$ cat src/rtl/button_event_resp.sv
// button_event_resp: five push-buttons -> synchronizer -> debouncer -> press
// events, with a small register window (LEVEL, EVENT W1C, COUNT, MASK).
// Optional feature macro BTN_IRQ_EN: builds the MASK register and a registered
// irq = |(EVENT & MASK). Without it MASK reads 0 and irq is tied low.
module button_event_resp #(
  parameter int DEB_CYCLES = 20000
) (
  input  logic        clk,
  input  logic        rst,
  input  logic [4:0]  btn,
  input  logic [31:0] addr,
  input  logic        we,
  input  logic [31:0] wdata,
  output logic [31:0] rdata,
  output logic        irq
);

  // Counter only has to reach DEB_CYCLES-1; the flip happens on that edge.
  localparam int CNT_W = (DEB_CYCLES > 1) ? $clog2(DEB_CYCLES) : 1;
  localparam logic [CNT_W-1:0] CNT_LAST = CNT_W'(DEB_CYCLES - 1);

  typedef enum logic [1:0] {
    REG_LEVEL = 2'd0,
    REG_EVENT = 2'd1,
    REG_COUNT = 2'd2,
    REG_MASK  = 2'd3
  } reg_sel_e;

  logic [4:0]       sync1_q, sync2_q;
  logic [CNT_W-1:0] deb_cnt_q [5];
  logic [CNT_W-1:0] deb_cnt_d [5];
  logic [4:0]       level_q, level_d;
  logic [4:0]       press;
  logic [2:0]       n_press;
  logic [4:0]       flags_q, flags_d;
  logic [15:0]      count_q, count_d;
  logic [4:0]       mask_rd;
  reg_sel_e         sel;
  logic             wr_event, wr_count;
  logic             unused_bits;

  assign sel      = reg_sel_e'(addr[3:2]);
  assign wr_event = we && (sel == REG_EVENT);
  assign wr_count = we && (sel == REG_COUNT);

  // Only addr[3:2] and wdata[4:0] carry meaning for this block.
  assign unused_bits = ^{addr[31:4], addr[1:0], wdata[31:5]};

  // Two-flop synchronizer: nothing downstream ever sees the raw pins.
  always_ff @(posedge clk) begin
    // NOTE: non-blocking assignments make every flop sample pre-edge values, so
    // sync2_q gets the old sync1_q no matter how the statements are ordered.
    if (rst) begin
      sync1_q <= '0;
      sync2_q <= '0;
    end else begin
      sync1_q <= btn;
      sync2_q <= sync1_q;
    end
  end

  // Debounce next state: a level flips once its input has disagreed for DEB_CYCLES cycles.
  always_comb begin
    // NOTE: defaults first, so no path through the loop leaves an output
    // unassigned and no latch is inferred.
    level_d = level_q;
    for (int i = 0; i < 5; i++) begin
      deb_cnt_d[i] = '0;
      if (sync2_q[i] != level_q[i]) begin
        if (deb_cnt_q[i] == CNT_LAST) begin
          level_d[i] = ~level_q[i];
        end else begin
          deb_cnt_d[i] = deb_cnt_q[i] + CNT_W'(1);
        end
      end
    end
  end

  // A press is the cycle in which a debounced level is about to rise.
  assign press = level_d & ~level_q;

  // Number of simultaneous presses (0..5) feeding COUNT.
  always_comb begin
    n_press = '0;
    for (int i = 0; i < 5; i++) begin
      n_press = n_press + {2'b00, press[i]};
    end
  end

  // Flag/counter next state: new presses beat a same-cycle W1C, a COUNT write restarts from this cycle's presses.
  always_comb begin
    flags_d = (flags_q & ~(wr_event ? wdata[4:0] : 5'b0)) | press;
    count_d = wr_count ? {13'b0, n_press} : count_q + {13'b0, n_press};
  end

  // Debounce counters, debounced levels, event flags and press counter.
  always_ff @(posedge clk) begin
    if (rst) begin
      // NOTE: the counter array is only five small registers, not a RAM; it is
      // cleared so a partial count never survives reset into a spurious press.
      for (int i = 0; i < 5; i++) deb_cnt_q[i] <= '0;
      level_q <= '0;
      flags_q <= '0;
      count_q <= '0;
    end else begin
      for (int i = 0; i < 5; i++) deb_cnt_q[i] <= deb_cnt_d[i];
      level_q <= level_d;
      flags_q <= flags_d;
      count_q <= count_d;
    end
  end

`ifdef BTN_IRQ_EN
  logic [4:0] mask_q;
  logic       irq_q;
  logic       wr_mask;

  assign wr_mask = we && (sel == REG_MASK);

  // Mask register and interrupt, one cycle behind any flag or mask change.
  always_ff @(posedge clk) begin
    if (rst) begin
      mask_q <= '0;
      irq_q  <= 1'b0;
    end else begin
      if (wr_mask) mask_q <= wdata[4:0];
      irq_q <= |(flags_q & mask_q);
    end
  end

  assign mask_rd = mask_q;
  assign irq     = irq_q;
`else
  assign mask_rd = '0;
  assign irq     = 1'b0;
`endif

  // Zero-latency read mux; everything reads 0 while reset is held.
  always_comb begin
    rdata = '0;
    if (!rst) begin
      case (sel)
        REG_LEVEL: rdata = {27'b0, level_q};
        REG_EVENT: rdata = {27'b0, flags_q};
        REG_COUNT: rdata = {16'b0, count_q};
        REG_MASK:  rdata = {27'b0, mask_rd};
        default:   rdata = '0;
      endcase
    end
  end

endmodule

$ cat config.mk
export PLATFORM = sky130hd
export DESIGN_NAME = button_event_resp
export DESIGN_NICKNAME = d
export VERILOG_FILES = /design/src/rtl/button_event_resp.sv
export SDC_FILE = /design/constraint.sdc
export NUM_CORES = 1
export LEC_CHECK = 0
export CAP_MARGIN = 20
export CORE_MARGIN = 2
export CORE_UTILIZATION = 31
export CTS_BUF_LIST = sky130_fd_sc_hd__clkbuf_16
export CTS_CLUSTER_DIAMETER = 100
export DETAILED_ROUTE_END_ITERATION = 12
export PLACE_DENSITY = 0.51
export SETUP_SLACK_MARGIN = 0.3
export SLEW_MARGIN = 20
export SYNTH_ARGS = -nofsm -noshare
export SYNTH_HDL_FRONTEND = slang
export SYNTH_SLANG_ARGS = --single-unit
$ cat constraint.sdc
create_clock -name clk -period 5.9 [get_ports clk]
set_clock_uncertainty 0.2 [all_clocks]
set_input_delay 1.18 -clock clk [delete_from_list [all_inputs] [get_ports clk]]
set_output_delay 1.18 -clock clk [all_outputs]
set_load 0.005 [all_outputs]
==> flow_summary.ini, run 1 <==
[timing]
layout_min_cycle_time_ns = 4.80
period_share_pct = 81.4
tns_ns = 0
slew_headroom_pct = 54.7
max_freq_ghz = 0.208
rsz0062_at_grt = no
final_hold_viol_count = 0
finalHoldWorstSlack_ns = 0.239
tightest_slew_ns = 0.678
slew_violations = 0
finalSetupViolCount = 0

[drt]
dr.pass1.iters = 4
routed_wl_um = 10100
drt_iter0_drc = 153
via_count = 3930
vias_per_cell = 4.62
drc = 0
ant_nets = 0
wl_per_cell_um = 11.9

[synth]
syn-instance-count = 601
synth_area_um2 = 5240
synth-seq-cells = 111
yosysMostFrequentCell = dfxtp_1
yosysSeqAreaShare_pct = 42.4
synthTopCellsByCount = dfxtp_1, nor2_1, xnor2_1
async_flop_share_pct = 0
yosysWarningCount = 0
synth_top_area_share_pct = 42.4
synth.distinct_cells = 47
synth_edf_count = 0
synth-main-ff-cell = dfxtp_1
synth_area_leaders = dfxtp_1, xnor2_1, nor2_1
yosysTopAreaCell = dfxtp_1
avgSynthCellArea_um2 = 8.72

[layout]
antenna-diode-count = 0
fin_cells = 850
nets = 709
register_area_um2 = 2220
syn2layout_area_growth_pct = 13.5
final_util_pct = 35.9
multi_input_area_um2 = 2770
drive_above_1_share_pct = 4.76
nFillCells = 1715

[place]
portBuffers = 30
placed_cells = 834
place_congestion = 0.789
dp_hpwl_um = 7410

[clock_network]
cts.sinks = 111
htreeDepth = 3
cts_resized = 0
holdBufCountCts = 0
post_cts_buffers = 0
clockBufferDepth = 2
clk_latency_ns = 0.35
cts_buffers = 9
cts.root.buffer_cell = clkbuf_16
cts_tree = done
clk_pin_slew_ns = 0.07

[die]
ios = 105
dieHeight_um = 134
dieArea_um2 = 18000
die_w_um = 134
coreArea_um2 = 16600
rows = 47
start_util_pct = 31.6

[global_route]
overflow = 0
grt_max_degree = 36
track_usage_pct = 12.1
grt_pass1_vias = 3867
grt_pass1_wl_um = 17800
antenna_found_initial = 0

[power]
power_density_nw_per_um2 = 226
power.total_w = 0.00134
p_leak_nw = 1.91
ir_drop_v = 0.000139

[setup_path]
arrival_ns = 4.88
critical_path_class = reg2reg
crit_path_end_kind = register
crit_path_max_fanout = 7
worstSetupStartpointType = register
crit_required_ns = 5.98

[status]
outcome = complete, no violations

[hold_path]
hp-class = reg2reg

[flow_run]
cap_violations = 0
## metrics by stage
| stage | worst slack, ns | instance area, µm² |
|---|---|---|
| after global placement | 1.13 | 5680 |
| final | 1.10 | 5950 |
| after global routing | 0.704 | 5950 |
| after CTS | 1.07 | 5950 |
| after detailed placement | 1.10 | 5680 |
| after floorplan | 1.60 | 5300 |
## kinds of logic (layout without fill, tap and decap cells)
kind of cell / Yosys count / after routing / synth area share [%]
adder cells (fa/ha/maj): 12 / 12 / 3.29
XOR/XNOR: 76 / 76 / 12.7
AND/OR/NAND/NOR: 287 / 287 / 28.9
other: 1 / 17 / 0.0715
AO/OA/AOI/OAI: 43 / 43 / 4.92
flip-flops: 111 / 111 / 42.4
buffers and inverters: 62 / 75 / 5.97
multiplexers: 9 / 9 / 1.72
## cell usage in the layout, fill, tap and decap left out, types with 3 or more instances in the layout
cell and n:
xor2_1 27, nor4_1 16, nor2b_1 13, inv_1 28, dfxtp_1 111, and3b_1 3
or4_4 3, or3_1 9, a31oi_1 3, conb_1 17, nor3_1 14, a21oi_1 19
o21ai_0 10, mux2i_1 9, and3_1 3, nand3_1 26, o2111ai_1 3, and2_1 12
or2_2 4, and4_1 8, nand2_1 25, clkdlybuf4s50_1 30, ha_1 9, nand2b_1 3
xnor2_1 49, nor2_1 109, clkbuf_16 9, or4_1 3, or4b_1 4, nand4_1 20
fa_1 3
## layout make-up
class	count	share of cell area (%)
Timing Repair Buffer	32	5.30
Clock buffer	9	3.79
Inverter	27	1.70
Multi-Input combinational cell	444	46.5
Tap cell	220	4.63
Sequential cell	111	37.4
Clock inverter	7	0.694
## worst paths after layout
check | start | end | slack, ns | cells after the start
max | deb_cnt_q[0][45] | count_q[10] | 1.10 | 15
max reg2reg | deb_cnt_q[0][45] | count_q[10] | 1.10 | 15
min reg2reg | sync1_q[3] | sync2_q[3] | 0.24 | 1
min | sync1_q[3] | sync2_q[3] | 0.24 | 1
## flip-flops by register name, summed over array words and instances, names as in the netlist
register	cells
sync1_q	5
level_q	5
flags_q	5
deb_cnt_q	75
sync2_q	5
count_q	16
## critical path: stages, from the launching register on
cell and delay (ns):
dfxtp_1 0.39, ha_1 0.22, nand4_1 0.31, or4_4 0.60
nor3b_4 0.26, fa_1 0.45, inv_1 0.08, fa_1 0.44
inv_1 0.07, ha_1 0.18, inv_1 0.07, fa_1 0.38
nor2b_1 0.32, o211ai_1 0.24, or3_1 0.39, a21oi_1 0.14
## layer usage
metal  share of wire [%]  GRT usage, %  vias up
li1                    -             -     2043
met1                  50          15.9     1831
met2                  46          19.5       47
met3                 3.2          3.44        9
met4                 1.2          3.16        0
met5                   0             0        -
## where the power goes
group | leakage [nW] | switching, W | internal [W]
logic | 0.884 | 0.0000210 | 0.0000155
registers | 0.896 | 0.00000262 | 0.000753
clock network | 0.132 | 0.000266 | 0.000283
total | 1.91 | 0.000290 | 0.00105
Note: power is estimated with default switching activity, not from simulation.
==> run 2, diff against run 1 <==
clock period = 4.6 ns   (was 5.9 ns; I/O delays follow)
==> flow_summary.ini, run 2 (same netlist as run 1, synthesis figures left out) <==
[timing]
slew_violations = 0
layout_min_cycle_time_ns = 4.29
finalSetupViolCount = 0
tns_ns = 0
final_hold_viol_count = 0
max_freq_ghz = 0.233
period_share_pct = 93.2
rsz0062_at_grt = yes

[clock_network]
holdBufCountCts = 0
cts.root.buffer_cell = clkbuf_16
cts_buffers = 9
cts_tree = done
clk_latency_ns = 0.34
cts.sinks = 111
clockBufferDepth = 2
clk_pin_slew_ns = 0.07
htreeDepth = 3

[setup_path]
crit_path_end_kind = register
crit_required_ns = 4.68
critical_path_class = reg2reg
worstSetupStartpointType = register
arrival_ns = 4.36
crit_path_max_fanout = 4

[layout]
nets = 720
final_util_pct = 36.6
syn2layout_area_growth_pct = 15.8
antenna-diode-count = 0
largest_reg_flops = 75
final_common_cell = nor2_1
final_cell_mix = nor2_1, dfxtp_1, xnor2_1
top_register = deb_cnt_q
largestRegisters = deb_cnt_q (75), count_q (16)
drive_above_1_share_pct = 8.11

[global_route]
use_met3_pct = 2.91
grt_max_degree = 35
grt_pass1_wl_um = 17500
met2_usage_pct = 19.3
track_usage_pct = 11.9
globalRouteMet1Util_pct = 15.7
overflow = 0
busiest_layer = met2
grt_pass1_vias = 3754
antenna_found_initial = 0

[hold_path]
hp-class = reg2reg

[drt]
wl_per_cell_um = 11.7
vias_per_cell = 4.55
drt_iter0_drc = 139
via_count = 3918
ant_nets = 0
drc = 0
routed_wl_um = 10100
dr.pass1.iters = 4

[die]
dieArea_um2 = 18000
coreArea_um2 = 16600
die_w_um = 134
rows = 47
dieHeight_um = 134
ios = 105
start_util_pct = 31.6

[power]
power_density_nw_per_um2 = 291
ir_drop_v = 0.000179
p_leak_nw = 1.99

[flow_run]
cap_violations = 0

[place]
dp_hpwl_um = 7270
portBuffers = 30
place_congestion = 0.797

[status]
outcome = complete, no violations
-- run 2: final timing paths --
check              startpoint           to  slack, ns  cells after the start
max reg2reg  deb_cnt_q[0][54]  count_q[14]       0.31                     14
min                sync1_q[3]   sync2_q[3]       0.24                      1
max          deb_cnt_q[0][54]  count_q[14]       0.31                     14
min reg2reg        sync1_q[3]   sync2_q[3]       0.24                      1
-- run 2: power breakdown --
part           switching [W]  internal [W]   total, W
clock network       0.000335      0.000414   0.000749
registers         0.00000342      0.000966   0.000970
logic              0.0000270     0.0000205  0.0000474
-- run 2: layout make-up --
type	count	area (µm²)
Clock buffer	9	225
Multi-Input combinational cell	444	2780
Inverter	27	101
Fill cell	1721	10500
Clock inverter	7	57.6
Tap cell	220	275
Sequential cell	111	2230
Timing Repair Buffer	43	398
-- run 2: repair_timing --
item,CTS,global route
buffers inserted,4,2
resized for setup,9,4
pin swaps,8,6
setup endpoints to repair,5,8
-- run 2: through the flow --
| step | power [W] | cell area [µm²] | setup WS (ns) | hold WS, ns | std cells |
|---|---|---|---|---|---|
| global route | 0.00184 | 6070 | 0.134 | 0.260 | 861 |
| CTS | 0.00180 | 6050 | 0.276 | 0.238 | 859 |
| floorplan | 0.00103 | 5300 | 0.302 | 0.214 | 617 |
| detailed placement | 0.00104 | 5720 | 0.102 | 0.221 | 839 |
| finish | 0.00177 | 6070 | 0.313 | 0.238 | 861 |
| global placement | 0.00104 | 5720 | 0.152 | 0.227 | 839 |
-- run 2: critical path: stages, from the launching register on --
cell and delay (ns):
dfxtp_1 0.37, or4b_4 0.48, or4_4 0.54, nor3b_4 0.25, fa_1 0.46, inv_2 0.07
fa_1 0.40, inv_1 0.07, ha_2 0.18, inv_2 0.04, fa_2 0.34, nor2b_2 0.15
o211ai_1 0.15, or3_1 0.38, a21oi_1 0.12
-- run 2: metal layers --
metal | part of all wire, % | vias to the layer above
li1 | - | 2063
met1 | 51 | 1795
met2 | 45 | 50
met3 | 2.9 | 10
met4 | 1.3 | 0
met5 | 0 | -
==> run 3, diff against run 2 <==
GPL_TIMING_DRIVEN = 0   (was default)
==> flow_summary.ini, run 3 (same netlist as run 1, synthesis figures left out) <==
[status]
outcome = complete, no violations

[drt]
vias_per_cell = 4.57
dr.pass1.iters = 4
drc = 0
routed_wl_um = 10700
via_count = 4080
drt_iter0_drc = 184
wl_per_cell_um = 12.0
ant_nets = 0

[global_route]
grt_pass1_vias = 3947
antenna_found_initial = 0
grt_pass1_wl_um = 18600
overflow = 0
track_usage_pct = 12.8
grt_max_degree = 17

[place]
place_area_um2 = 5870
placed_cells = 866
dp_hpwl_um = 7790
place_congestion = 0.794
portBuffers = 29

[layout]
largest_reg_flops = 75
final_common_cell = nor2_1
final_util_pct = 38.4
antenna-diode-count = 0
final_cell_mix = nor2_1, dfxtp_1, xnor2_1
nFillCells = 1704
syn2layout_area_growth_pct = 21.4
drive_above_1_share_pct = 12.2
fin_cells = 893
largestRegisters = deb_cnt_q (75), count_q (16)
nets = 752
fin_area_um2 = 6360
top_register = deb_cnt_q

[die]
coreArea_um2 = 16600
dieArea_um2 = 18000
die_w_um = 134
dieHeight_um = 134
ios = 105
rows = 47
start_util_pct = 31.6

[hold_path]
hp-class = reg2reg
worstHoldStart = sync1_q[3]

[clock_network]
clk_latency_ns = 0.35
holdBufCountCts = 0
clockBufferDepth = 2
htreeDepth = 3
cts.sinks = 111
cts_buffers = 9
clk_pin_slew_ns = 0.07
cts_tree = done
cts.root.buffer_cell = clkbuf_16

[setup_path]
arrival_ns = 4.35
crit_start = deb_cnt_q[0][51]
crit_path_end_kind = register
crit_required_ns = 4.68
crit_path_max_fanout = 4
critical_path_class = reg2reg
r2r-start = deb_cnt_q[0][51]
worstSetupStartpointType = register

[timing]
tns_ns = 0
layout_min_cycle_time_ns = 4.27
finalSetupViolCount = 0
rsz0062_at_grt = yes
slew_violations = 0
period_share_pct = 92.8
max_freq_ghz = 0.234
final_hold_viol_count = 0

[power]
power.total_w = 0.00190
p_leak_nw = 2.12
power_density_nw_per_um2 = 298
ir_drop_v = 0.000177

[flow_run]
cap_violations = 0
## run 3: routing by layer
metal | part of all wire [%] | vias to the layer above | GRT usage [%]
met5 | 0 | - | 0
met1 | 49 | 1864 | 16.4
met3 | 4.2 | 11 | 4.12
met4 | 1.6 | 0 | 3.86
li1 | - | 2136 | -
met2 | 45 | 69 | 20.7
## run 3: worst max-delay path, cell delays in order, from the launching register on
cell      delay, ns
dfxtp_2        0.32
or4b_4         0.54
or4_4          0.54
nor3b_4        0.25
fa_1           0.45
inv_2          0.08
fa_1           0.42
inv_2          0.09
ha_4           0.13
buf_4          0.10
buf_4          0.10
and3_4         0.18
o211ai_1       0.15
buf_4          0.19
or3_1          0.31
a21oi_1        0.15
## run 3: path summary, 6_finish.rpt
check | depth (start not counted) | to | slack (ns)
worst max register to register | 15 | count_q[13] | 0.33
worst max-delay path | 15 | count_q[13] | 0.33
worst min register to register | 1 | sync2_q[3] | 0.24
worst min-delay path | 1 | sync2_q[3] | 0.24
## run 3: where the power goes
| part | total (W) | leakage [nW] | internal (W) | switching [W] |
|---|---|---|---|---|
| registers | 0.000970 | 0.898 | 0.000966 | 0.00000378 |
| logic | 0.0000605 | 1.05 | 0.0000301 | 0.0000303 |
| clock network | 0.000869 | 0.171 | 0.000525 | 0.000345 |
## run 3: per-stage QoR
step                hold WS (ns)  worst slack (ns)
floorplan                  0.214             0.302
global placement           0.224            -0.140
detailed placement         0.229            -0.153
CTS                        0.247             0.221
global route               0.264             0.163
finish                     0.241             0.333
## run 3: final cells by class
| cell class | count | area [µm²] | share of cell area [%] |
|---|---|---|---|
| clock inverters | 7 | 105 | 1.65 |
| multi-input cells | 444 | 2840 | 44.6 |
| repair buffers | 40 | 377 | 5.92 |
| flip-flops and latches | 111 | 2230 | 35.0 |
| clock buffers | 9 | 225 | 3.54 |
| inverters | 27 | 101 | 1.59 |
| plain buffers | 35 | 214 | 3.36 |
| well taps | 220 | 275 | 4.32 |
## run 3: repair_timing
action | CTS | global route
endpoints found under the setup margin | 15 | 10
pin swaps | 13 | 8
buffers inserted | 9 | 2
resized for setup | 12 | 16
